<file path="config.mk">
export PLATFORM = sky130hd
export DESIGN_NAME = subcarrier_mapper
export DESIGN_NICKNAME = d
export VERILOG_FILES = /design/src/rtl/subcarrier_mapper_pkg.sv /design/src/rtl/subcarrier_mapper_gray_level_map.sv /design/src/rtl/subcarrier_mapper.sv
export SDC_FILE = /design/constraint.sdc
export NUM_CORES = 1
export LEC_CHECK = 0
export CORE_MARGIN = 5
export CORE_UTILIZATION = 56
export CTS_BUF_LIST = sky130_fd_sc_hd__clkbuf_16
export DETAILED_ROUTE_END_ITERATION = 16
export GPL_TIMING_DRIVEN = 0
export PLACE_DENSITY = 0.89
export SLEW_MARGIN = 20
export SYNTH_ARGS = -nofsm -noshare
export SYNTH_HDL_FRONTEND = slang
export SYNTH_SLANG_ARGS = --single-unit
export TNS_END_PERCENT = 10
</file>
<file path="constraint.sdc">
create_clock -name Clk -period 7.3 [get_ports Clk]
set_input_delay 1.46 -clock Clk [delete_from_list [all_inputs] [get_ports Clk]]
set_output_delay 1.46 -clock Clk [all_outputs]
set_load 0.005 [all_outputs]
</file>
<file path="src/rtl/subcarrier_mapper_pkg.sv">
// Shared transmitter definitions: 802.11a RATE codes, modulation decode and
// the per-symbol data-subcarrier count used by the subcarrier mapper.
package subcarrier_mapper_pkg;

  localparam int unsigned NUM_DATA_SC = 48;
  localparam logic [5:0]  SC_LAST     = 6'(NUM_DATA_SC - 1);
  localparam int unsigned BUF_BITS    = 8;

  localparam logic [3:0] RATE_6M  = 4'b1101;
  localparam logic [3:0] RATE_9M  = 4'b1111;
  localparam logic [3:0] RATE_12M = 4'b0101;
  localparam logic [3:0] RATE_18M = 4'b0111;
  localparam logic [3:0] RATE_24M = 4'b1001;
  localparam logic [3:0] RATE_36M = 4'b1011;
  localparam logic [3:0] RATE_48M = 4'b0001;
  localparam logic [3:0] RATE_54M = 4'b0011;
  localparam logic [3:0] RATE_RESET = RATE_6M;

  typedef enum logic [1:0] {
    MOD_BPSK  = 2'd0,
    MOD_QPSK  = 2'd1,
    MOD_QAM16 = 2'd2,
    MOD_QAM64 = 2'd3
  } mod_e;

  // Number of Gray-coded levels on one axis (zero = axis unused).
  typedef enum logic [1:0] {
    LVL_ZERO = 2'd0,
    LVL_2    = 2'd1,
    LVL_4    = 2'd2,
    LVL_8    = 2'd3
  } lvl_mode_e;

  function automatic mod_e rate_to_mod(input logic [3:0] r);
    case (r)
      RATE_6M,  RATE_9M:  return MOD_BPSK;
      RATE_12M, RATE_18M: return MOD_QPSK;
      RATE_24M, RATE_36M: return MOD_QAM16;
      RATE_48M, RATE_54M: return MOD_QAM64;
      default:            return MOD_BPSK;
    endcase
  endfunction

  function automatic logic [3:0] n_bpsc(input mod_e m);
    case (m)
      MOD_QPSK:  return 4'd2;
      MOD_QAM16: return 4'd4;
      MOD_QAM64: return 4'd6;
      default:   return 4'd1;
    endcase
  endfunction

endpackage

</file>
<file path="src/rtl/subcarrier_mapper_gray_level_map.sv">
// Gray-coded bits to signed amplitude for one constellation axis.
// Bits are MSB-aligned: bits[2] is the oldest bit of the axis group.
module gray_level_map
  import subcarrier_mapper_pkg::*;
(
  input  lvl_mode_e          mode,
  input  logic [2:0]         bits,
  output logic signed [3:0]  level
);

  always_comb begin
    level = 4'sd0;
    case (mode)
      LVL_ZERO: level = 4'sd0;
      LVL_2:    level = bits[2] ? 4'sd1 : -4'sd1;
      LVL_4: begin
        case (bits[2:1])
          2'b00:   level = -4'sd3;
          2'b01:   level = -4'sd1;
          2'b11:   level = 4'sd1;
          default: level = 4'sd3;
        endcase
      end
      LVL_8: begin
        case (bits)
          3'b000:  level = -4'sd7;
          3'b001:  level = -4'sd5;
          3'b011:  level = -4'sd3;
          3'b010:  level = -4'sd1;
          3'b110:  level = 4'sd1;
          3'b111:  level = 4'sd3;
          3'b101:  level = 4'sd5;
          default: level = 4'sd7;
        endcase
      end
      default: level = 4'sd0;
    endcase
  end

endmodule

</file>
<file path="src/rtl/subcarrier_mapper.sv">
// 802.11a data-subcarrier mapper: buffers interleaved bit pairs and emits one
// BPSK/QPSK/16QAM/64QAM I/Q point per data subcarrier with valid/ready output.
module subcarrier_mapper
  import subcarrier_mapper_pkg::*;
(
  input  logic               Clk,
  input  logic               reset,
  input  logic [3:0]         rate,
  input  logic               A_in,
  input  logic               B_in,
  input  logic               AB_in_valid,
  output logic               AB_in_ready,
  output logic signed [3:0]  I_out,
  output logic signed [3:0]  Q_out,
  output logic               IQ_valid,
  input  logic               IQ_ready,
  output logic [5:0]         sc_index,
  output logic               sym_last
);

  // Handshakes: a transfer happens on a rising edge where valid && ready.
  // AB_in_ready depends only on the buffer fill; IQ_valid never waits on
  // IQ_ready, and the output point is held while IQ_valid && !IQ_ready.

  logic [BUF_BITS-1:0] buf_q, buf_d;
  logic [3:0]          count_q, count_d;
  logic [3:0]          rate_q, rate_d;
  logic [5:0]          sc_next_q, sc_next_d;
  logic [5:0]          sc_index_q, sc_index_d;
  logic                iq_valid_q, iq_valid_d;
  logic signed [3:0]   i_q, i_d;
  logic signed [3:0]   q_q, q_d;

  mod_e                mod;
  logic [3:0]          n_bits;
  logic                accept;
  logic                out_free;
  logic                pop;
  logic [2:0]          base;
  logic [2:0]          i_bits, q_bits;
  lvl_mode_e           i_mode, q_mode;
  logic signed [3:0]   i_level, q_level;

  assign mod         = rate_to_mod(rate_q);
  assign n_bits      = n_bpsc(mod);
  assign AB_in_ready = (count_q <= 4'd6);
  assign accept      = AB_in_valid && AB_in_ready;
  assign out_free    = !iq_valid_q || IQ_ready;
  assign pop         = (count_q >= n_bits) && out_free;

  // buf_q[0] is the oldest bit; each axis takes its bits oldest-first as MSB.
  always_comb begin
    i_bits = {buf_q[0], 2'b00};
    q_bits = 3'b000;
    i_mode = LVL_2;
    q_mode = LVL_ZERO;
    case (mod)
      MOD_QPSK: begin
        q_bits = {buf_q[1], 2'b00};
        q_mode = LVL_2;
      end
      MOD_QAM16: begin
        i_bits = {buf_q[0], buf_q[1], 1'b0};
        q_bits = {buf_q[2], buf_q[3], 1'b0};
        i_mode = LVL_4;
        q_mode = LVL_4;
      end
      MOD_QAM64: begin
        i_bits = {buf_q[0], buf_q[1], buf_q[2]};
        q_bits = {buf_q[3], buf_q[4], buf_q[5]};
        i_mode = LVL_8;
        q_mode = LVL_8;
      end
      default: ;
    endcase
  end

  gray_level_map u_map_i (
    .mode  (i_mode),
    .bits  (i_bits),
    .level (i_level)
  );

  gray_level_map u_map_q (
    .mode  (q_mode),
    .bits  (q_bits),
    .level (q_level)
  );

  // New pair lands just above whatever survives this edge's pop.
  always_comb begin
    base    = count_q[2:0] - (pop ? n_bits[2:0] : 3'd0);
    buf_d   = pop ? (buf_q >> n_bits) : buf_q;
    if (accept) begin
      buf_d[base]        = A_in;
      buf_d[base + 3'd1] = B_in;
    end
    count_d = count_q + (accept ? 4'd2 : 4'd0) - (pop ? n_bits : 4'd0);
  end

  // Rate only changes between symbols, with nothing buffered or pending.
  always_comb begin
    rate_d = rate_q;
    if ((count_q == 4'd0) && out_free && (sc_next_q == 6'd0)) begin
      rate_d = rate;
    end
  end

  always_comb begin
    iq_valid_d = iq_valid_q && !IQ_ready;
    i_d        = i_q;
    q_d        = q_q;
    sc_index_d = sc_index_q;
    sc_next_d  = sc_next_q;
    if (pop) begin
      iq_valid_d = 1'b1;
      i_d        = i_level;
      q_d        = q_level;
      sc_index_d = sc_next_q;
      sc_next_d  = (sc_next_q == SC_LAST) ? 6'd0 : sc_next_q + 6'd1;
    end
  end

  always_ff @(posedge Clk or posedge reset) begin
    if (reset) begin
      buf_q      <= '0;
      count_q    <= '0;
      rate_q     <= RATE_RESET;
      sc_next_q  <= '0;
      sc_index_q <= '0;
      iq_valid_q <= 1'b0;
      i_q        <= '0;
      q_q        <= '0;
    end else begin
      buf_q      <= buf_d;
      count_q    <= count_d;
      rate_q     <= rate_d;
      sc_next_q  <= sc_next_d;
      sc_index_q <= sc_index_d;
      iq_valid_q <= iq_valid_d;
      i_q        <= i_d;
      q_q        <= q_d;
    end
  end

  assign I_out    = i_q;
  assign Q_out    = q_q;
  assign IQ_valid = iq_valid_q;
  assign sc_index = sc_index_q;
  assign sym_last = (sc_index_q == SC_LAST);

endmodule

</file>
==> summary.md <==
| Metric | Value |
|---|---|
| Status | finished clean |
| Async SR Flop Fraction | 100% |
| Post-Syn Area | 2410 sq um |
| Seq/Total Area, Yosys | 37.5% |
| Worst hold path class | flop to flop |
| RD Place Congestion | 0.959 |
| Routed wire length | 5.62 mm |
| Pwr/cell area | 492 nW/um^2 |
| # setup viols final | 0 |
| Placed cell areas | 2720 sq um |
| Seq. cell area | 905 sq um |
| Tmin final | 4900 ps |
| Initial core utilization | 59.0% |
| # DRC | 0 |
| Chip Height | 75.6 um |
| Yosys reg bits | 36 |
| Synth area leaders | dfrtp_1 34%, nand2_1 6.9%, ha_1 6.2% |
| Synth area leader | dfrtp_1 |
| Maxcap violations | 0 |
| Post-synth EDFFs | 0 |
| Hold_buf cts | 0 |
| Layout cells sized above 1 | 7.54% |
| Fillers | 322 |
| Synth cell types | 49 |
| Setup Crit Path Kind | input pin to flop |
| Critical Path RT | 7490 ps |
| Total number of vias | 2157 |
| Drt wl/cell | 15.8 um |
| Clock-pin transition on the worst setup and hold timing paths | 50 ps |
| Setup crit end kind | flop |
| Nets | 329 |
| CTS tree | yes |
| Period utilization | 67.2% |
| Multi-input logic area | 1390 sq um |
| Fmax achieved | 204 MHz |
| H-tree Lvls | 2 |
| DRT iter0 DRCs | 250 |
| CTS sink cnt | 36 |
| Tot GR Track Use | 22.4% |
| Fin. max-slew vios | 0 |
| Final antenna-violating net count | 0 |
| Initial antenna violation count | 0 |
| Pre-antenna DRT Iters | 5 |
| Leakage | 1.18 nW |
| Overflow after GRT | 0 |
| Max_slew headroom | 51.6% |
| PortBufs | 25 |
| First-pass GRT wire length | 9.80 mm |
| Syn Inst Count | 272 |
| Worst EP arrival | 5100 ps |
| Die Span X | 75.6 um |
| Top-area cell type share of the netlist area | 34.3% |
| Fin Setup TNS | 0 ps |
| Post-CTS Setup Repair Bufs | 0 |
| Fin Clk Skew | 3.69 ps |
| Clk_lat worst skew | 280 ps |
| Layout Area Growth over Synthesis | 18.6% |
| CP startpoint kind | input pin |
| Post-CTS sizing | 0 |
| RSZ-0062 raised after global routing | no |
| Fin. Hold Viols | 0 |
| Yosys Warn Count | 0 |
| Post-Layout Cell Count | 355 |
| Syn_nets | 297 |
| Die area | 5720 sq um |
| Cts bufs inserted | 5 |
| Syn Area/Cell | 8.86 sq um |
| Root buf cell | clkbuf_16 |
| Placed cells | 347 |
| Io pins | 27 |
| Commonest cells after routing, fill and taps aside | 44 x nand2_1, 33 x dfrtp_1, 25 x clkdlybuf4s50_1 |
| DP HPWL | 4.04 mm |
| Std-Cell Rows | 23 |
| Worst Tran Pin Value | 725 ps |
| Peak supply drop | 0.518 mV |
| Core Footprint | 4090 sq um |
| Post-route cell area | 2860 sq um |
| Most common cell after layout, fill and taps aside | nand2_1 |
| Flop-to-flop setup slack | 2510 ps |
| Largest net degree at the start of global routing | 37 |
| Vias in the first global route | 2084 |
| Ys flop type | dfrtp_1 |
| Crit-path max FO | 10 |
| Antenna Cells | 0 |
| Clock tree buffer depth | 2 |
| Vias per Instance | 6.08 |
## cells by family after synthesis
| family | synth area share, % |
|---|---|
| buffers and inverters | 4.98 |
| DFF | 37.5 |
| adders and majority gates | 8.72 |
| xor gates and xnor gates | 5.30 |
| and+or+nand+nor | 19.3 |
| AOI/OAI and AO/OA | 19.3 |
| muxes | 4.83 |
## flip-flops by register name (all words and copies together) (netlist names)
register and cells:
buf_q 8, sc_index 6, sc_next_q 6, I_out 4, Q_out 4, count_q 4
rate_q 3, IQ_valid 1
## synthesized netlist by cell type (2+ instances only)
| master | count |
|---|---|
| nor2_1 | 8 |
| o41ai_1 | 2 |
| nor2b_1 | 8 |
| xnor2_1 | 7 |
| nor4_1 | 2 |
| nand4_1 | 3 |
| nand2_1 | 44 |
| fa_1 | 3 |
| dfrtp_1 | 33 |
| o2bb2ai_1 | 4 |
| a31oi_1 | 6 |
| a22o_1 | 3 |
| o221ai_1 | 2 |
| a22oi_1 | 5 |
| xnor2_2 | 2 |
| mux2i_1 | 6 |
| nand2b_1 | 3 |
| o31ai_1 | 2 |
| inv_1 | 17 |
| nand3b_1 | 2 |
| clkbuf_1 | 11 |
| o22ai_1 | 3 |
| ha_1 | 12 |
| mux2_2 | 5 |
| dfstp_2 | 3 |
| nor3_1 | 6 |
| o21ai_1 | 2 |
| o32ai_1 | 3 |
| xor2_1 | 2 |
| o21ai_0 | 17 |
| a21oi_1 | 10 |
| buf_2 | 3 |
| nor3b_1 | 3 |
| o21a_1 | 2 |
| a32oi_1 | 2 |
| nand3_1 | 13 |
## worst paths after layout
kind | end | from | cells after the start
max reg2reg | buf_q[0] | rate_q[3] | 18
max in group asynchronous | buf_q[2] | reset | 2
min | I_out[0] | I_out[0] | 1
min in group asynchronous | sc_next_q[5] | reset | 2
min reg2reg | I_out[0] | I_out[0] | 1
max | buf_q[0] | IQ_ready | 12
## routing by layer
metal,global-route usage (%),vias to the layer above,share of wire (%)
li1,-,1040,-
met1,28.1,1019,41
met2,37.7,83,49
met3,3.56,15,6.8
met4,10.9,0,2.9
met5,0,-,0
## per-stage QoR
step	utilization (%)	hold slack [ps]	total power, W	setup WS (ps)
finish	70.0	464	0.00141	2400
global route	70.0	495	0.00153	2030
CTS	70.0	477	0.00140	2430
detailed placement	66.6	460	0.00119	2140
global placement	66.6	452	0.00116	2200
floorplan	-	459	0.000959	3230
## layout make-up
| type | instances | share of cell area, % |
|---|---|---|
| Tap cell | 50 | 2.19 |
| Inverter | 17 | 2.23 |
| Multi-Input combinational cell | 205 | 48.4 |
| Clock inverter | 3 | 0.394 |
| Clock buffer | 5 | 4.38 |
| Timing Repair Buffer | 25 | 8.75 |
| Buffer | 14 | 1.97 |
| Sequential cell | 36 | 31.6 |
## power breakdown
part | switching, W | leakage (nW) | internal, W | total (W)
sequential | 0.0000822 | 0.439 | 0.000282 | 0.000365
combinational | 0.000492 | 0.670 | 0.000352 | 0.000844
clock | 0.0000749 | 0.0738 | 0.000122 | 0.000197
## critical path, stage by stage
cell             delay [ps]
clkdlybuf4s50_1         450
nand2b_1                230
inv_1                   120
nor2_2                  320
clkbuf_1                440
nand2_1                 220
fa_1                    590
ha_1                    280
xnor2_1                 550
a21o_1                  200
nand2_1                  60
a22oi_1                 180
No activity file was read; power rests on OpenSTA's default activity.
==> RTL edit 1: new RTL, same settings <==
Make the reset (`reset`) synchronous in one clocked block.
--- a/src/rtl/subcarrier_mapper.sv
+++ b/src/rtl/subcarrier_mapper.sv
@@ -122,5 +122,5 @@
   end
 
-  always_ff @(posedge Clk or posedge reset) begin
+  always_ff @(posedge Clk) begin
     if (reset) begin
       buf_q      <= '0;
Function: differs if reset is asserted again (counterexample within 4 cycles, from zero or initial values and one cycle with reset high); with reset held inactive, the same outputs for 10 cycles.
==> RTL edit 1 against the original RTL <==
  * Fmax is 0.89% lower
  * Cell area fell by 2.0%
  * First-iteration DRC count down 48%
  * Sequential share of layout area fell by 4.5 points
  * Global-route usage decreased by 0.33 points
  * Routed wire length up 1.1%
  * Register-to-register slack improved by 220 ps
  * Worst setup slack got worse by 44 ps
  * Die area shrank 0.99%
  * Synthesized area shrank 1.1%
  * Sequential cell count grew 2
  * Highest routed layer unchanged
Power is left out: the tool's default activity adds up to more than one toggle a clock period on the data nets, which glitch-free logic cannot reach.
==> RTL edit 1: results (changes against the original RTL) <==
Drt
  • Routed wire length per instance: 15.5 um (-2.2%)
  • Met3 wire length: 359 um (-5.5%)
  • Violation count after the first detailed-routing iteration: 130 (-48%)
  • Count of TritonRoute iterations in the first routing pass: 4 (-1)
  • Detail Route met2 WL: 2710 um (-1.5%)
  • Total routed wire length on the met1 layer: 2550 um (+10%)
  • Number of vias in the routed layout: 2182 (+1.2%)

Placed design
  • Input/output buffers: 22 (-12%)
  • HPWL Detailed: 4050 um (about the same)
  • Weighted congestion reported at the end of routability-driven placement: 0.910 (-5.1%)
  • Post-Place Worst Slack: 2160 ps (+19.9 ps)

Clocking
  • PostCTS Resize Cnt: 0 (unchanged)
  • Clock network latency to the later pin of the worst-skew pair: 280 ps (about the same)
  • Clock root cell: sky130_fd_sc_hd__clkbuf_16
  • Clock tree buffer depth: 2 (unchanged)
  • CTS Buf Count: 5 (unchanged)
  • Post-CTS Repair Setup Buffers: 0 (unchanged)
  • Register clock-pin slew on the reported worst setup and hold paths: 50 ps (about the same)

Worst setup path
  • Worst r2r path cells: 16 (-2)
  • Data arrival time of the worst path: 5150 ps (+50 ps)
  • Critical R2R Capture: buf_q[4]
  • Slowest stage delay, CP: 530 ps (-60 ps)
  • Worst reg2reg path startpoint: mod[1]
  • CP max stage cell: sky130_fd_sc_hd__fa_1
  • Register-to-register setup slack: 2730 ps (+220 ps)

Synthesis
  • Commonest cells in the synthesized netlist: sky130_fd_sc_hd__nand2_1, sky130_fd_sc_hd__dfxtp_1, sky130_fd_sc_hd__nor2_1
  • Post-synthesis sequential area ratio: 31.9% (-5.6 points)
  • Syn_nets: 312 (+5.1%)
  • Synth Flop Type: sky130_fd_sc_hd__dfxtp_1
  • Proportion of register bits with asynchronous set or reset after synthesis: 0% (-100 points)
  • Yosys warning count: 0 (unchanged)
  • Cell types with the largest area share after synthesis: sky130_fd_sc_hd__dfxtp_1, sky130_fd_sc_hd__nand2_1, sky130_fd_sc_hd__ha_1
  • Unique masters post-synth: 55 (+12%)

Hold path
  • Hold path startpoint: I_out[1]
  • Worst hold endpoint: I_out[1]
  • Class of the most critical hold timing path: register to register
  • Cell depth of the worst min-delay path: 2 (+1)

Global routing
  • Number of global-route vias before repair: 2069 (-0.72%)
  • Wire length of the first global-routing pass: 9640 um (-1.6%)
  • Overall routing resource usage: 22.1% (-0.33 points)
  • Antenna violations before repair: 0 (unchanged)
  • Pin count of the biggest net entering global routing: 12 (-68%)

Finish
  • Max reg flops: 8 (unchanged)
  • Proportion of layout cells with a drive suffix above 1: 6.94% (-0.60 points)
  • Final-stage net count: 341 (+3.6%)
  • Register ranked first by flip-flop count: buf_q
  • N_diodes: 0 (unchanged)

STA
  • Largest clock skew in the final design: 3.20 ps (-0.497 ps)
  • Actual transition at the worst max-transition pin: 563 ps (-162 ps)

Outcome
  • Outcome: complete, no violations
RTL edit 1: kinds of logic after synthesis:
family	Yosys count	synth area share (%)
AO/OA/AOI/OAI	61	18.6
XOR/XNOR	14	6.14
AND/OR/NAND/NOR	120	24.8
multiplexers	10	4.83
buffers and inverters	29	4.83
flip-flops	38	31.9
adder cells (fa/ha/maj)	15	8.82
RTL edit 1: cell type report:
cell class | instances | area, um^2
Clock buffer | 5 | 125
Tap cell | 50 | 62.6
Multi-Input combinational cell | 220 | 1510
Buffer | 18 | 73.8
Inverter | 11 | 41.3
Sequential cell | 38 | 761
Timing Repair Buffer | 22 | 220
Clock inverter | 3 | 12.5
Fill cell | 328 | 1250
RTL edit 1: worst max-delay path by stage:
stage / start / to / slack, ps / cells past startpoint
CTS: IQ_ready / buf_q[4] / 2400 / 12
global placement: IQ_ready / buf_q[4] / 2200 / 14
detailed placement: IQ_ready / buf_q[4] / 2160 / 12
global route: IQ_ready / buf_q[6] / 2120 / 13
finish: IQ_ready / buf_q[4] / 2350 / 12
floorplan: IQ_ready / buf_q[4] / 3040 / 13
RTL edit 1: routing by layer:
metal  global-route usage, %  vias to the layer above
met2                    37.4                       87
met5                       0                        -
li1                        -                     1079
met1                    27.7                     1010
met3                    4.27                        6
met4                    8.74                        0
RTL edit 1: worst max-delay path, delay by kind of cell:
family	cells	cell delay, ps
AO/OA/AOI/OAI	2	350
AND/OR/NAND/NOR	4	1000
adder cells (fa/ha/maj)	2	770
XOR/XNOR	1	460
buffers and inverters	3	1100
RTL edit 1: per-stage QoR:
step | std cells | cell area [um^2] | hold WS, ps
CTS | 367 | 2800 | 453
global placement | 359 | 2670 | 439
global route | 367 | 2800 | 496
detailed placement | 359 | 2670 | 445
floorplan | 287 | 2380 | 448
finish | 367 | 2800 | 451
==> RTL edit 2: new RTL, same settings <==
Without the edit above. `BUF_BITS`: 8 -> 12.
--- a/src/rtl/subcarrier_mapper_pkg.sv
+++ b/src/rtl/subcarrier_mapper_pkg.sv
@@ -5,5 +5,5 @@
   localparam int unsigned NUM_DATA_SC = 48;
   localparam logic [5:0]  SC_LAST     = 6'(NUM_DATA_SC - 1);
-  localparam int unsigned BUF_BITS    = 8;
+  localparam int unsigned BUF_BITS    = 12;
 
   localparam logic [3:0] RATE_6M  = 4'b1101;
Function: same outputs for any inputs over 10 cycles, from zero or initial values and one cycle with reset high; that may be too few to reach the edited logic, so the function may still have changed.
==> RTL edit 2 against the original RTL <==
  * Synthesized area grew 15%
  * Sequential cell count grew 4
  * Critical path depth grew 7
  * Clock skew grew 3.2 ps
  * Via count grew 14%
  * First-iteration DRC count shrank 24%
  * Total power grew 20%
  * Core utilization shrank 1.4 points
  * Routed wire length grew 15%
  * Cell area grew 15%
  * Worst setup slack lost 110 ps
==> RTL edit 2: results (changes against the original RTL) <==
Global routing
  • Global-route met2 utilization: 40.4% (+2.7 points)
  • Met3 usage in global routing: 3.36% (-0.20 points)
  • Number of global-route vias before repair: 2414 (+16%)
  • Overall routing resource usage: 21.9% (-0.49 points)
  • Pin count of the biggest net entering global routing: 27 (-27%)
  • Wire length of the first global-routing pass: 11300 um (+15%)

Synthesis
  • Unique masters post-synth: 56 (+14%)
  • Commonest cells in the synthesized netlist: sky130_fd_sc_hd__nand2_1, sky130_fd_sc_hd__dfrtp_1, sky130_fd_sc_hd__nor2_1
  • Cell types with the largest area share after synthesis: sky130_fd_sc_hd__dfrtp_1, sky130_fd_sc_hd__ha_1, sky130_fd_sc_hd__nand2_1
  • Compound-Gate Fraction of Synth Area: 19.7% (+0.38 points)
  • Multiplexer share of the synthesized area: 4.77% (-0.062 points)
  • Yosys warning count: 0 (unchanged)
  • Syn_nets: 344 (+16%)
  • Xor and xnor fraction of the mapped netlist area: 4.54% (-0.75 points)
  • Post-synthesis sequential area ratio: 36.1% (-1.4 points)
  • Post-Synth Adder-Cell Area: 8.00% (-0.72 points)

Drt
  • Violation count after the first detailed-routing iteration: 191 (-24%)
  • Number of vias in the routed layout: 2466 (+14%)
  • Total routed wire length on the met1 layer: 2840 um (+22%)
  • Met3 wire length: 275 um (-28%)
  • Detail Route met2 WL: 3230 um (+17%)

Placed design
  • Placed cell areas: 3140 um^2 (+15%)
  • HPWL Detailed: 4920 um (+22%)
  • Weighted congestion reported at the end of routability-driven placement: 0.912 (-5.0%)

Worst setup path
  • Worst setup path endpoint: buf_q[6]
  • Highest fanout seen on the critical path: 11 (+1)
  • CP max stage cell: sky130_fd_sc_hd__dfstp_2
  • Crit path launch type: register
  • Worst reg2reg path startpoint: rate_q[0]
  • Slowest stage delay, CP: 570 ps (-20 ps)
  • Data arrival time of the worst path: 5160 ps (+60 ps)
  • Worst r2r path cells: 19 (+1)
  • Register-to-register setup slack: 2290 ps (-220 ps)

Pwr
  • Largest vdd supply drop: 0.405 mV (-22%)
  • Leakage dissipation: 1.33 nW (+13%)

STA
  • Worst slack on hold paths: 465 ps (+1.52 ps)
  • Slew headroom: 59.3% (+7.7 points)

Finish
  • FILL cells: 396 (+23%)
  • Final-stage net count: 377 (+15%)

Outcome
  • Outcome: complete, no violations
RTL edit 2: cell count changes after synthesis, sizes merged, moves of 4 or more:
cell and change:
dfrtp +4, mux2 +5, o22ai +8, nor3 +4
o2bb2ai -4, nand2b +5, a22oi -5, buf +7
nor2 +16, nor2b -5, mux2i -4, a41oi +4
RTL edit 2: power by group:
part           internal (mW)  switching, mW  leakage [nW]  total [mW]
Clock                  0.126         0.0874        0.0736       0.213
Sequential             0.323         0.0927         0.483       0.415
Combinational          0.466          0.588         0.778        1.05
Total                  0.914          0.768          1.33        1.68
RTL edit 2: worst register-to-register path: cells and delay by family (launching register included):
| kind | cells | cell delay (ps) |
|---|---|---|
| buffers and inverters | 6 | 1290 |
| adders and majority gates | 3 | 1060 |
| and+or+nand+nor | 5 | 830 |
| AOI/OAI and AO/OA | 4 | 820 |
| DFF | 1 | 570 |
| xor gates and xnor gates | 1 | 320 |
RTL edit 2: logic make-up (layout without fill, tap and decap cells):
| logic type | count (synthesis) | in the layout |
|---|---|---|
| flip-flops | 40 | 40 |
| XOR/XNOR | 11 | 11 |
| adder cells (fa/ha/maj) | 16 | 16 |
| multiplexers | 12 | 12 |
| AO/OA/AOI/OAI | 78 | 78 |
| AND/OR/NAND/NOR | 121 | 121 |
| buffers and inverters | 40 | 74 |
RTL edit 2: area by class of cell:
class	instances	area share [%]
plain buffers	22	3.32
clock buffers	5	3.81
clock inverters	3	0.572
inverters	18	2.06
multi-input cells	238	48.8
flip-flops and latches	40	30.6
well taps	67	2.56
repair buffers	26	8.24
RTL edit 2: stage by stage:
step                      std cells  worst slack, ps  power (mW)  util [%]
after detailed placement        411             2110        1.46      65.5
after global placement          410             2080        1.43      65.1
after floorplan                 318             3030        1.17         -
after CTS                       419             2320        1.68      68.5
after global routing            419             1990        1.83      68.5
final                           419             2290        1.68      68.5
